==> src/rtl/alu_op_issue.sv <==
// alu_op_issue: RV64I OP/OP-IMM decode and issue into an ID/EX register with a 2-entry skid buffer.
// Optional ALU_OP_COUNT_EN adds issue_cnt/illegal_cnt output-transfer counters.
module alu_op_issue #(
   parameter int XLEN  = 64,
   parameter int CNT_W = 32
) (
   input  logic             clk,
   input  logic             rst_n,
   input  logic             flush,
   input  logic             in_valid,
   output logic             in_ready,
   input  logic [31:0]      instr,
   input  logic [XLEN-1:0]  rs1_data,
   input  logic [XLEN-1:0]  rs2_data,
   output logic             out_valid,
   input  logic             out_ready,
   output logic [XLEN-1:0]  alu_rs1,
   output logic [XLEN-1:0]  alu_rs2,
   output logic [3:0]       alu_control,
   output logic [4:0]       rd_addr,
   output logic             illegal
`ifdef ALU_OP_COUNT_EN
  ,output logic [CNT_W-1:0] issue_cnt,
   output logic [CNT_W-1:0] illegal_cnt
`endif
);
   localparam int EW = 10 + 2 * XLEN;
   localparam logic [3:0] C_AND = 4'b0000, C_OR = 4'b0001, C_ADD = 4'b0010, C_XOR = 4'b0011,
                          C_SLL = 4'b0100, C_SRL = 4'b0101, C_SUB = 4'b0110, C_SRA = 4'b0111,
                          C_SLT = 4'b1000, C_SLTU = 4'b1001;

   logic [2:0]      w_f3;
   logic [6:0]      w_f7;
   logic [5:0]      w_f6;
   logic            w_is_r, w_is_i, w_shift, w_alt, w_legal;
   logic [3:0]      w_base, w_code;
   logic [XLEN-1:0] w_op_a, w_op_b;
   logic [EW-1:0]   w_dec;
   logic            w_in_fire, w_load_out, w_unused;
   logic            r_out_valid, r_skid_valid;
   logic [EW-1:0]   r_out, r_skid;

   assign w_f3    = instr[14:12];
   assign w_f7    = instr[31:25];
   assign w_f6    = instr[31:26];
   assign w_is_r  = instr[6:0] == 7'b0110011;
   assign w_is_i  = instr[6:0] == 7'b0010011;
   assign w_shift = w_f3[1:0] == 2'b01;
   assign w_unused = ^instr[19:15] ^ (CNT_W == 0);

   always_comb begin
      w_base = C_AND;
      case (w_f3)
         3'b000:  w_base = C_ADD;
         3'b001:  w_base = C_SLL;
         3'b010:  w_base = C_SLT;
         3'b011:  w_base = C_SLTU;
         3'b100:  w_base = C_XOR;
         3'b101:  w_base = C_SRL;
         3'b110:  w_base = C_OR;
         default: w_base = C_AND;
      endcase
   end

   // funct7 0100000 selects SUB/SRA on R-type; only SRAI uses the alternate encoding on I-type
   assign w_alt   = w_is_r ? (w_f7 == 7'b0100000) : (w_f3 == 3'b101 && w_f6 == 6'b010000);
   assign w_legal = w_is_r ? (w_f7 == 7'b0 || (w_f7 == 7'b0100000 && (w_f3 == 3'b000 || w_f3 == 3'b101)))
                  : w_is_i ? (!w_shift || w_f6 == 6'b0 || (w_f6 == 6'b010000 && w_f3 == 3'b101))
                  : 1'b0;
   assign w_code  = !w_legal ? C_ADD : w_alt ? (w_f3 == 3'b000 ? C_SUB : C_SRA) : w_base;
   assign w_op_a  = w_legal ? rs1_data : '0;
   assign w_op_b  = !w_legal ? '0 : w_is_r ? rs2_data
                  : w_shift ? {{(XLEN-6){1'b0}}, instr[25:20]}
                  : {{(XLEN-12){instr[31]}}, instr[31:20]};
   assign w_dec   = {!w_legal, w_code, instr[11:7], w_op_a, w_op_b};

   assign w_in_fire  = in_valid && !r_skid_valid;
   assign w_load_out = !r_out_valid || out_ready;

   always_ff @(posedge clk or negedge rst_n) begin
      if (!rst_n) begin
         r_out_valid  <= 1'b0;
         r_skid_valid <= 1'b0;
         r_out        <= '0;
         r_skid       <= '0;
      end else if (flush) begin
         r_out_valid  <= 1'b0;
         r_skid_valid <= 1'b0;
      end else if (w_load_out) begin
         r_out_valid  <= r_skid_valid || w_in_fire;
         r_skid_valid <= 1'b0;
         if (r_skid_valid) r_out <= r_skid;
         else if (w_in_fire) r_out <= w_dec;
      end else if (w_in_fire) begin
         r_skid_valid <= 1'b1;
         r_skid       <= w_dec;
      end
   end

   assign in_ready  = !r_skid_valid;
   assign out_valid = r_out_valid;
   assign {illegal, alu_control, rd_addr, alu_rs1, alu_rs2} = r_out;

`ifdef ALU_OP_COUNT_EN
   logic [CNT_W-1:0] r_issue_cnt, r_illegal_cnt;
   always_ff @(posedge clk or negedge rst_n) begin
      if (!rst_n) begin
         r_issue_cnt   <= '0;
         r_illegal_cnt <= '0;
      end else if (r_out_valid && out_ready) begin
         if (illegal) r_illegal_cnt <= r_illegal_cnt + 1'b1;
         else r_issue_cnt <= r_issue_cnt + 1'b1;
      end
   end
   assign issue_cnt   = r_issue_cnt;
   assign illegal_cnt = r_illegal_cnt;
`endif
endmodule

==> config.mk <==
export PLATFORM = sky130hd
export DESIGN_NAME = alu_op_issue
export DESIGN_NICKNAME = d
export VERILOG_FILES = /design/src/rtl/alu_op_issue.sv
export SDC_FILE = /design/constraint.sdc
export NUM_CORES = 1
export LEC_CHECK = 0
export CAP_MARGIN = 20
export CELL_PAD_IN_SITES_DETAIL_PLACEMENT = 2
export CELL_PAD_IN_SITES_GLOBAL_PLACEMENT = 2
export CORE_MARGIN = 4
export CORE_UTILIZATION = 30
export DETAILED_ROUTE_END_ITERATION = 12
export GPL_TIMING_DRIVEN = 0
export PLACE_DENSITY_LB_ADDON = 0.1
export SETUP_SLACK_MARGIN = 0.02
export SYNTH_ARGS = -nofsm -noshare
export SYNTH_HDL_FRONTEND = slang
export SYNTH_SLANG_ARGS = --single-unit
==> constraint.sdc <==
create_clock -name clk -period 2.6 [get_ports clk]
set_clock_uncertainty 0.1 [all_clocks]
set_input_delay 0.39 -clock clk [delete_from_list [all_inputs] [get_ports clk]]
set_output_delay 0.39 -clock clk [all_outputs]
set_load 0.02 [all_outputs]
==> After elaboration in Yosys (flattened, before gate mapping) <==
Cells that the tools add are included.
{ "totals": {"ff_bits": 278, "inputBits": 165, "out_inout_bits": 140} }
{ "op_classes": {"bitwise": 2, "n_eq_ne": 11, "reduce_logical": 21, "mux": 18} }
{ "ops": {"columns": ["cell", "count"], "rows": [
  ["2-to-1 mux 138 bit", 2],
  ["2-to-1 mux 64 bit", 4],
  ["case mux 4 bit (7 select lines)", 1],
  ["== test 7 x 6 -> 1 bit (second input constant)", 2],
  ["== test 3 bit (second input constant)", 3],
  ["2-to-1 mux 1 bit", 9],
  ["2-to-1 mux 4 bit", 2],
  ["== test 7 x 5 -> 1 bit (second input constant)", 1],
  ["zero test 7 bit", 1],
  ["== test 3 x 2 -> 1 bit (second input constant)", 2],
  ["== test 6 x 5 -> 1 bit (second input constant)", 1],
  ["zero test 6 bit", 1],
  ["logical OR 1 bit", 6],
  ["AND reduction 3 bit", 2],
  ["zero test 1 bit", 4],
  ["nonzero test 2 bit", 2],
  ["== test 3 x 1 -> 1 bit (second input constant)", 1],
  ["logical AND 1 bit", 3],
  ["zero test 3 bit", 1],
  ["nonzero test 3 bit", 1],
  ["== test 2 x 1 -> 1 bit (second input constant)", 1],
  ["NOT 1 bit", 2]
]} }

==> Depth between registers and ports, before layout <==
Gate-level depths: netlist of run 1.
{ "logic_depth": {"word_depth": 9, "depth_mapped": 8, "depth_no_buf": 5} }

==> Worst setup path before layout of run 1 <==
Ideal clock, no wire load.
{ "synth_path": {"path_type": "input -> register", "startpoint": "input instr[2]", "endpoint": "register r_skid[32]", "path_stages": 6, "setup_ps": 93, "required_ps": 2407, "arrival_ps": 1872, "slack_ps": 535, "path_buffers": 2, "cell_sequence": "nand4bb_4 > or4b_1 > o32a_1 > buf_6 > buf_6 > o31ai_2"} }
{ "synth_between": {"elab_chain_cells": 4, "word_cells_on_any_way": 6, "cone_classes": "eq/ne: 2; mux: 4"} }
{ "synth_rtl": {"columns": ["element", "line", "text"], "rows": [
  ["start: declaration", "12", "input logic [31:0] instr,"],
  ["== test 7 x 5 -> 1 bit", "47", "assign w_is_i = instr[6:0] == 7'b0010011;"],
  ["2-to-1 mux 1 bit", "68", ": w_is_i ? (!w_shift || w_f6 == 6'b0 || (w_f6 == 6'b010000 && w_f3 == 3'b101))"],
  ["2-to-1 mux 1 bit", "67", "assign w_legal = w_is_r ? (w_f7 == 7'b0 || (w_f7 == 7'b0100000 && (w_f3 == 3'b000 || w_f3 == 3'b101)))"],
  ["2-to-1 mux 64 bit (*)", "72", "assign w_op_b = !w_legal ? '0 : w_is_r ? rs2_data"],
  ["end signal: assignment", "96", "r_skid <= w_dec;"],
  ["end: declaration", "41", "logic [EW-1:0] r_out, r_skid;"]
]} }
Every way passes the cells marked *; elsewhere a longest branch is shown, timed or not.
A chain may end at the register's enable or synchronous reset.

==> Worst setup path after layout of run 1 <==
{ "layout_path": {"startpoint": "input instr[0]", "endpoint": "register r_skid[78]"} }
{ "layout_between": {"elab_chain_cells": 4, "word_cells_on_any_way": 5, "cone_classes": "eq/ne: 2; mux: 3"} }
{ "layout_rtl": {"columns": ["element", "line", "text"], "rows": [
  ["== test 7 x 5 -> 1 bit", "47", null],
  ["2-to-1 mux 1 bit", "68", null],
  ["2-to-1 mux 1 bit (*)", "67", null],
  ["2-to-1 mux 64 bit (*)", "71", "assign w_op_a = w_legal ? rs1_data : '0;"]
]} }
Marks and branches as above.

==> results of run 1 <==
==> layer usage <==
metal	up-vias	wire [µm]	global-route usage (%)	part of all wire, %
met2	223	25600	38.6	50
met1	5964	21700	28.3	43
li1	5358	-	-	-
met4	10	924	4.86	1.8
met5	-	65	0	0.13
met3	65	2510	4.51	4.9
==> per-stage QoR <==
stage	total power [mW]	setup TNS, ns	utilization, %	hold slack (ns)	setup WS [ns]
5_1_grt	10.9	-0.377	42.3	0.363	-0.0638
4_1_cts	10.6	0	42.3	0.316	0.0414
3_5_place_dp	6.03	-164.12	39.7	0.331	-0.914
6_report	10.4	0	42.3	0.332	0.0646
3_3_place_gp	6.01	-3546.35	39.5	0.342	-12.22
2_1_floorplan	5.15	0	-	-0.00559	0.535
==> worst max-delay path, stage by stage <==
cell and delay, ns:
clkdlybuf4s50_1 0.53, and4bb_2 0.30, nand2_1 0.23, o32ai_2 0.59, buf_4 0.31, buf_2 0.30
nand3_1 0.13, nand2_1 0.10
==> cell type report <==
cell class	instances	area, µm²	area share, %
Sequential cell	278	6960	39.9
Antenna cell	3	7.51	0.0431
Buffer	125	581	3.33
Tap cell	532	666	3.82
Multi-Input combinational cell	900	5130	29.4
Inverter	2	7.51	0.0431
Timing Repair Buffer	303	3070	17.6
Clock buffer	53	996	5.71
Clock inverter	4	20.0	0.115
==> worst paths after layout <==
path / to / slack, ns / cells past startpoint / from
min in group clk: r_skid[129]$_DFFE_PN0P_ / 0.34 / 3 / instr[8]
max in group asynchronous: r_out[86]$_DFFE_PN0P_ / 0.58 / 4 / rst_n
hold / removal: r_out[19]$_DFFE_PN0P_ / 0.33 / 2 / rst_n
setup reg to reg: r_skid[78]$_DFFE_PN0P_ / 0.19 / 7 / r_skid_valid$_DFFE_PN0P_
hold reg to reg: r_skid[93]$_DFFE_PN0P_ / 0.36 / 2 / r_skid[93]$_DFFE_PN0P_
setup / recovery: r_skid[78]$_DFFE_PN0P_ / 0.06 / 8 / instr[0]
==> state kept, by name, summed over array words and instances (netlist names) <==
register,flops
r_out,138
r_skid,138
out_valid,1
r_skid_valid,1
==> repair_timing <==
item / CTS / global route
hold buffers: 1 / 0
cloned: 0 / 0
gates resized for setup: 22 / 18
hold endpoints to repair: 78 / 0
setup endpoints to repair: 264 / 128
==> cell usage after synthesis (2+ instances only) <==
| cell type | instances | share of area [%] |
|---|---|---|
| and3_1 | 93 | 4.6 |
| o21ai_0 | 11 | 0.44 |
| buf_2 | 20 | 0.79 |
| a21oi_1 | 212 | 8.4 |
| a221o_1 | 21 | 1.7 |
| clkbuf_1 | 89 | 2.6 |
| nand2_1 | 221 | 6.6 |
| nor3_1 | 5 | 0.20 |
| o21a_1 | 3 | 0.18 |
| or3_1 | 2 | 0.099 |
| buf_4 | 3 | 0.18 |
| nand2b_1 | 3 | 0.15 |
| nand4b_1 | 2 | 0.14 |
| mux2i_1 | 11 | 0.87 |
| nor3_2 | 2 | 0.16 |
| o31ai_2 | 40 | 4.0 |
| nand3_1 | 109 | 4.3 |
| buf_1 | 11 | 0.33 |
| nor4b_1 | 2 | 0.14 |
| inv_1 | 2 | 0.059 |
| o31ai_1 | 90 | 5.4 |
| dfrtp_1 | 278 | 55 |
| buf_6 | 5 | 0.45 |
| xor2_1 | 2 | 0.14 |
| nor2_1 | 51 | 1.5 |
==> logic make-up after synthesis <==
family	count (synthesis)	share of synthesized area, %
AND/OR/NAND/NOR	500	18.7
AO/OA/AOI/OAI	387	20.7
flip-flops	278	55.1
buffers and inverters	130	4.45
multiplexers	11	0.872
XOR/XNOR	2	0.139
==> power breakdown <==
group / switching [mW] / internal [mW]
logic: 0.792 / 0.577
registers: 0.0961 / 4.48
clock network: 1.87 / 2.62
total: 2.76 / 7.68
==> metrics.md, run 1 <==
| Metric | Value |
|---|---|
| Standard-cell rows | `74` |
| Largest net degree at the start of global routing | `112` |
| Core Box Area | `41200 µm²` |
| Crit path time final | `2.54 ns` |
| Die Area | `45400 µm²` |
| Post-synthesis sequential area ratio | `55.1%` |
| Initial antenna violation count | `8` |
| Number of global-route vias before repair | `13151` |
| Synthesized cell area | `12600 µm²` |
| Number of synthesized flops with an enable pin | `0` |
| Placed cell count | `2142` |
| Area post-placement | `16400 µm²` |
| WP data arrival | `2.89 ns` |
| DR pass1 iterations | `4` |
| Fin area | `17400 µm²` |
| Antenna-violating nets left | `0` |
| Die span in y | `213 µm` |
| CTS max path bufs | `3` |
| #FFs+latches synth | `278` |
| Achievable Freq | `394 MHz` |
| Most common flop cell mapped by yosys | `dfrtp_1` |
| Initial Util | `30.6%` |
| Setup Crit Path Kind | `in2reg` |
| Mean Syn Cell Area | `9.65 µm²` |
| Final WL | `50.9 mm` |
| Netlist cell types | `45` |
| Port Buf Inserts | `299` |
| Area grow syn2layout | `38.1%` |
| Hold Fails Final Rpt | `0` |
| Synthesized instance count | `1308` |
| Max-slew violations | `0` |
| Mapped Nets | `1473` |
| Grt total ovfl | `0` |
| Slew HR | `49.9%` |
| Die W | `213 µm` |
| Commonest non-fill, non-tap cell in the layout | `clkdlybuf4s50_1` |
| Synthesis Warnings | `0` |
| Peak VDD IR | `0.372 mV` |
| Most frequent cells in the layout | `clkdlybuf4s50_1 (297), dfrtp_1 (278), nand2_1 (220)` |
| Final non-filler cell total | `2200` |
| First-iteration detailed-routing DRC count | `344` |
| Post-CTS Setup Bufs | `0` |
| Total global-route track usage | `22.0%` |
| Req. time, crit path | `2.95 ns` |
| Max-Cap Viols | `0` |
| GP Congestion | `0.761` |
| Root Driver | `clkbuf_16` |
| Worst-path clk slew | `0.06 ns` |
| LEAKAGE | `7.82 nW` |
| Final Net Count | `1810` |
| Number of top-level pins | `305` |
| Post-DP HPWL | `36.6 mm` |
| H-tree depth | `2` |
| Crit Path Max Fanout | `10` |
| Power per cell area | `599 nW/µm²` |
| Clock sinks | `278` |
| RSZ-0062 raised after global routing | `yes` |
| Setup violators final | `0` |
| Nature of the critical path startpoint | `input port` |
| Worst Tran Pin Value | `0.752 ns` |
| First-pass GRT wire length | `78.4 mm` |
| Via count | `11620` |
| Fillers | `4463` |
| Clk Latency, worst-skew pair | `0.51 ns` |
| Total CTS buffers | `35` |
| Residual DRC count | `0` |
| DR WL/cell | `23.1 µm` |
| Fin crit share | `97.5%` |
| Vias/cell | `5.28` |
| CTS tree | `yes` |
| Hold Crit Class | `in2async` |
| Status | `complete, no violations` |
| Ys async rst share | `100%` |
| Ratio of cells with drive above 1 in the final layout | `8.89%` |
| Crit path capture type | `flop` |
(Power assumes the default switching activity.)
==> run 2, diff against run 1 <==
CAP_MARGIN = 40   (was 20)
==> metrics.md, run 2 (synthesis gave the netlist of run 1 again) <==
| Metric | Value |
|---|---|
| Hold Fails Final Rpt | `0` |
| Placed cell count | `2145` |
| Status | `complete, no violations` |
| Crit path top cell by count | `buf_2` |
| Nature of the critical path startpoint | `input port` |
| LEAKAGE | `7.90 nW` |
| Largest net degree at the start of global routing | `112` |
| Commonest non-fill, non-tap cell in the layout | `clkdlybuf4s50_1` |
| Number of top-level pins | `305` |
| Final WL | `51.1 mm` |
| Reg2reg setup slack | `0.24 ns` |
| CP Depth | `8` |
| Grt total ovfl | `0` |
| Worst Setup EP | `r_out[60]$_DFFE_PN0P_` |
| Total CTS buffers | `36` |
| Setup Crit Path Kind | `in2reg` |
| DR WL/cell | `23.1 µm` |
| R2R Path Start | `r_skid_valid$_DFFE_PN0P_` |
| First-pass GRT wire length | `78.5 mm` |
| Hold Crit Class | `in2async` |
| CTS max path bufs | `3` |
| Sequential share of power | `42.7%` |
| Total Power | `10.7 mW` |
| Port Buf Inserts | `299` |
| Req. time, crit path | `2.89 ns` |
| Via count | `11685` |
| Fin crit share | `94.9%` |
| CP delay by family, top | `buffers and inverters` |
| Die span in y | `213 µm` |
| WP data arrival | `2.76 ns` |
| Peak VDD IR | `0.334 mV` |
| Internal | `7.86 mW` |
| RSZ-0062 raised after global routing | `no` |
| Area grow syn2layout | `39.3%` |
| Reg2reg path depth | `7` |
| Setup ws final | `0.132 ns` |
| Standard-cell rows | `74` |
| Worst-path clk slew | `0.06 ns` |
| Top flop regs | `r_out (138), r_skid (138)` |
| Switching Share | `26.6%` |
| Power per cell area | `609 nW/µm²` |
| Max-slew violations | `0` |
| Most frequent cells in the layout | `clkdlybuf4s50_1 (297), dfrtp_1 (278), nand2_1 (220)` |
| Max-Cap Viols | `0` |
| Slew HR | `47.7%` |
| H-tree depth | `2` |
| Crit Path Max Fanout | `10` |
| CP Cell Sequence | `clkdlybuf4s50_1 -> nand2b_1 -> a31oi_2 -> o22ai_1 -> nand2_1 -> buf_2 -> buf_2 -> o31ai_1` |
| Post-Place Setup Slack | `-0.753 ns` |
| Post-DP HPWL | `37.0 mm` |
| Total global-route track usage | `22.1%` |
| Core Box Area | `41200 µm²` |
| Final Net Count | `1814` |
| Achievable Freq | `405 MHz` |
| Clock share of power | `44.4%` |
| CTS tree | `yes` |
| Clock sinks | `278` |
| FF-to-FF End | `r_out[100]$_DFFE_PN0P_` |
| Worst Setup SP | `instr[13]` |
| Final non-filler cell total | `2208` |
| Initial antenna violation count | `10` |
| GP Congestion | `0.761` |
| Initial Util | `30.6%` |
| Number of global-route vias before repair | `13253` |
| Crit path capture type | `flop` |
| Root Driver | `clkbuf_16` |
| Worst Tran Pin Value | `0.784 ns` |
| Die W | `213 µm` |
| Ratio of cells with drive above 1 in the final layout | `9.82%` |
| Post-CTS Setup Bufs | `0` |
| Crit path time final | `2.47 ns` |
| First-iteration detailed-routing DRC count | `407` |
| Combinational power share | `12.8%` |
| Worst path bufs/invs | `3` |
| Crit-path slowest cell | `clkdlybuf4s50_1` |
| DR pass1 iterations | `6` |
| Die Area | `45400 µm²` |
| Antenna-violating nets left | `0` |
| Clk Latency, worst-skew pair | `0.54 ns` |
| Vias/cell | `5.29` |
| Setup violators final | `0` |
| Crit-path max cell delay | `0.54 ns` |
| Residual DRC count | `0` |
| Switching pwr | `2.85 mW` |
-- run 2: cell count changes in the layout (fill, tap and decap cells not counted), sizes merged --
| cell | before | now |
|---|---|---|
| clkinv | 4 | 5 |
| buf | 42 | 43 |
| clkbuf | 140 | 141 |
| diode | 3 | 6 |
| dlygate4sd2 | 1 | 0 |
| inv | 2 | 4 |
| clkdlybuf4s15 | 0 | 1 |
-- run 2: worst min path at each step --
stage / endpoint / slack (ns) / cells past startpoint
floorplan: out_valid$_DFFE_PN0N_ / -0.006 / 0
global placement: r_skid[88]$_DFFE_PN0P_ / 0.34 / 2
detailed placement: r_out[19]$_DFFE_PN0P_ / 0.33 / 1
CTS: r_skid[129]$_DFFE_PN0P_ / 0.28 / 3
global route: r_skid[130]$_DFFE_PN0P_ / 0.33 / 3
finish: r_out[19]$_DFFE_PN0P_ / 0.31 / 2
-- run 2: final cells by class --
cell class                 instances  area [µm²]
fill                            4408       23600
sequential                       278        6960
multi-input combinational        900        5140
timing repair buffer             306        3110
clock buffer                      52        1050
tap                              532         666
buffer                           125         584
clock inverter                     7        46.3
antenna                            6        15.0
inverter                           2        7.51
-- run 2: power groups by stage --
stage	Combinational, mW	Sequential [mW]	Clock (mW)
floorplan	0.367	4.79	0
global placement	1.35	4.66	0
detailed placement	1.38	4.66	0
CTS	1.40	4.58	4.91
global route	1.49	4.60	5.08
finish	1.38	4.58	4.76
-- run 2: timing repair --
| item | 4_1_cts | 5_1_grt |
|---|---|---|
| gates resized for setup | 18 | 31 |
| hold endpoints to repair | 78 | 0 |
| hold buffers | 1 | 0 |
| setup endpoints to repair | 251 | 165 |
-- run 2: through the flow --
stage / util, % / TNS, ns / area, µm² / hold WS [ns]
final: 42.7 / 0 / 17600 / 0.311
after detailed placement: 39.8 / -143.99 / 16400 / 0.330
after global routing: 42.7 / 0 / 17600 / 0.327
after floorplan: - / 0 / 12600 / -0.00559
after global placement: 39.5 / -3546.35 / 16300 / 0.342
after CTS: 42.5 / 0 / 17500 / 0.276
-- run 2: metal layers --
layer  GRT usage, %  routed length [µm]
met3           4.31                2420
met2           38.1               25500
met1           28.4               22200
met4           6.36                 982
met5              0                  46
-- run 2: worst register-to-register path, stage by stage, from the launching register on --
cell      delay, ns
dfrtp_1        0.32
buf_2          0.23
nor2_2         0.11
or3_1          0.37
clkbuf_1       0.24
buf_6          0.21
clkbuf_2       0.25
a221o_1        0.42
==> run 3, diff against run 2 <==
ABC_AREA = 1   (was default)
clock period = 3.2 ns   (was 2.6 ns; I/O delays follow)
==> metrics.md, run 3 <==
| Metric | Value |
|---|---|
| Vias/cell | `4.76` |
| Ys async rst share | `100%` |
| Commonest non-fill, non-tap cell in the layout | `nand2_1` |
| DR WL/cell | `19.3 µm` |
| Synthesized instance count | `1833` |
| Synthesized cell area | `13300 µm²` |
| Achievable Freq | `354 MHz` |
| Cell with the most instances after synthesis | `nand2_1` |
| CTS max path bufs | `3` |
| Most frequent cells in the layout | `nand2_1 (839), clkdlybuf4s50_1 (298), dfrtp_1 (278)` |
| Mean Syn Cell Area | `7.27 µm²` |
| Number of global-route vias before repair | `14929` |
| Die W | `219 µm` |
| Top post-synthesis cells by count | `nand2_1 (839), dfrtp_1 (278), nor2_1 (274), o21ai_1 (108), o21ai_0 (91)` |
| #FFs+latches synth | `278` |
| Nature of the critical path startpoint | `flop` |
| Standard-cell rows | `76` |
| First-iteration detailed-routing DRC count | `603` |
| Yosys top cell by area | `dfrtp_1` |
| CP Cell Sequence | `inv_2 -> clkbuf_2 -> clkdlybuf4s50_1` |
| Post-DP HPWL | `39.1 mm` |
| Post-CTS Setup Bufs | `0` |
| Hold Fails Final Rpt | `0` |
| Post-synthesis sequential area ratio | `52.2%` |
| Clk Latency, worst-skew pair | `0.54 ns` |
| RSZ-0062 raised after global routing | `no` |
| Mapped Nets | `1998` |
| Area contributors post-synth | `dfrtp_1 (52%), nand2_1 (24%), nor2_1 (7.7%), o21ai_1 (4.1%), o21ai_0 (3.4%)` |
| CTS tree | `yes` |
| Synthesis Warnings | `0` |
| Initial Util | `30.7%` |
| Area grow syn2layout | `37.0%` |
| Hold slack | `0.380 ns` |
| Setup violators final | `0` |
| Setup Crit Path Kind | `reg2out` |
| Setup ws final | `0.378 ns` |
| Netlist cell types | `25` |
| LEAKAGE | `9.88 nW` |
| Final WL | `53.7 mm` |
| Number of top-level pins | `305` |
| Residual DRC count | `0` |
| Crit path capture type | `output pin` |
| Most common flop cell mapped by yosys | `dfrtp_1` |
| Crit Path Max Fanout | `12` |
| Max-Cap Viols | `0` |
| Max-slew violations | `0` |
| Worst-path clk slew | `0.06 ns` |
| Total CTS buffers | `36` |
| H-tree depth | `2` |
| Number of synthesized flops with an enable pin | `0` |
| Total global-route track usage | `22.6%` |
| Die span in y | `219 µm` |
| Hold Crit Class | `reg2reg` |
| Ratio of cells with drive above 1 in the final layout | `5.74%` |
| Clock sinks | `278` |
| First-pass GRT wire length | `85.1 mm` |
| Root Driver | `clkbuf_16` |
| Grt total ovfl | `0` |
| Status | `complete, no violations` |
| Post-Place Setup Slack | `0.131 ns` |
| DR pass1 iterations | `4` |
| Final Net Count | `2340` |
| Via count | `13266` |
| Crit-path max cell delay | `0.67 ns` |
| Worst Tran Pin Value | `0.705 ns` |
| GP Congestion | `0.782` |
| Top flop regs | `r_out (138), r_skid (138)` |
| Peak VDD IR | `0.309 mV` |
| Fillers | `5028` |
| Slew HR | `53.0%` |
| Crit path time final | `2.82 ns` |
| WP data arrival | `2.24 ns` |
| Antenna-violating nets left | `0` |
| Largest net degree at the start of global routing | `113` |
| Power per cell area | `475 nW/µm²` |
| Core Box Area | `43500 µm²` |
| Port Buf Inserts | `299` |
| Fin crit share | `88.2%` |
| Top-area cell type share of the netlist area | `52.2%` |
| Crit-path slowest cell | `clkdlybuf4s50_1` |
| Die Area | `47800 µm²` |
| Initial antenna violation count | `16` |
| Util after Layout | `42.0%` |
| Req. time, crit path | `2.62 ns` |
run 3: metal layers:
layer | global-route usage [%] | up-vias | wire (µm)
met2 | 39.1 | 221 | 26500
met4 | 5.12 | 22 | 1020
met1 | 28.6 | 6650 | 23200
met3 | 5.55 | 74 | 2800
met5 | 0 | - | 147
li1 | - | 6299 | -
run 3: cell families after synthesis:
group	count (synthesis)	synth area share [%]
AND/OR/NAND/NOR	1143	32.8
flip-flops	278	52.2
AO/OA/AOI/OAI	213	8.26
buffers and inverters	198	6.67
XOR/XNOR	1	0.0658
run 3: power breakdown:
| part | switching (mW) | internal, mW | leakage (nW) |
|---|---|---|---|
| clock | 1.59 | 2.23 | 0.535 |
| combinational | 0.648 | 0.479 | 5.51 |
| sequential | 0.0772 | 3.64 | 3.84 |
| total | 2.32 | 6.35 | 9.88 |
run 3: worst paths after layout:
kind / endpoint / slack, ns / cells past startpoint / startpoint
worst min register to register: r_out[56]$_DFFE_PN0P_ / 0.38 / 2 / r_out[56]$_DFFE_PN0P_
worst max register to register: r_out[2]$_DFFE_PN0P_ / 0.52 / 8 / r_skid_valid$_DFFE_PN0P_
worst min-delay path: r_out[56]$_DFFE_PN0P_ / 0.38 / 2 / r_out[56]$_DFFE_PN0P_
max in group asynchronous: r_skid[45]$_DFFE_PN0P_ / 1.56 / 3 / rst_n
min in group asynchronous: r_out[74]$_DFFE_PN0P_ / 0.40 / 2 / rst_n
worst max-delay path: in_ready / 0.38 / 3 / r_skid_valid$_DFFE_PN0P_
run 3: timing repair:
action / 4_1_cts / 5_1_grt
setup endpoints to repair: 1 / 0
hold endpoints to repair: 59 / 0
resized for setup: 1 / 0
hold buffers: 1 / 0
run 3: area by class of cell:
class | instances | area, µm² | share of cell area (%)
sequential | 278 | 6960 | 38.1
multi-input combinational | 1357 | 5480 | 30.0
timing repair buffer | 305 | 3100 | 17.0
clock buffer | 52 | 1030 | 5.66
tap | 585 | 732 | 4.01
buffer | 115 | 578 | 3.17
inverter | 82 | 308 | 1.69
clock inverter | 8 | 43.8 | 0.240
antenna | 6 | 15.0 | 0.0823
run 3: per-stage QoR:
stage / total power [mW] / cell area (µm²) / instances / TNS [ns]
after floorplan: 4.23 / 13300 / 1833 / 0
after global placement: 4.88 / 17000 / 2717 / -3239.87
after detailed placement: 4.92 / 17100 / 2722 / 0
after CTS: 8.83 / 18200 / 2782 / 0
after global routing: 9.09 / 18200 / 2785 / 0
final: 8.66 / 18200 / 2788 / 0
run 3: critical path, delay by kind of cell, from the launching register on:
family	cells	cell delay, ns
flip-flops	1	0.44
buffers and inverters	3	1.26
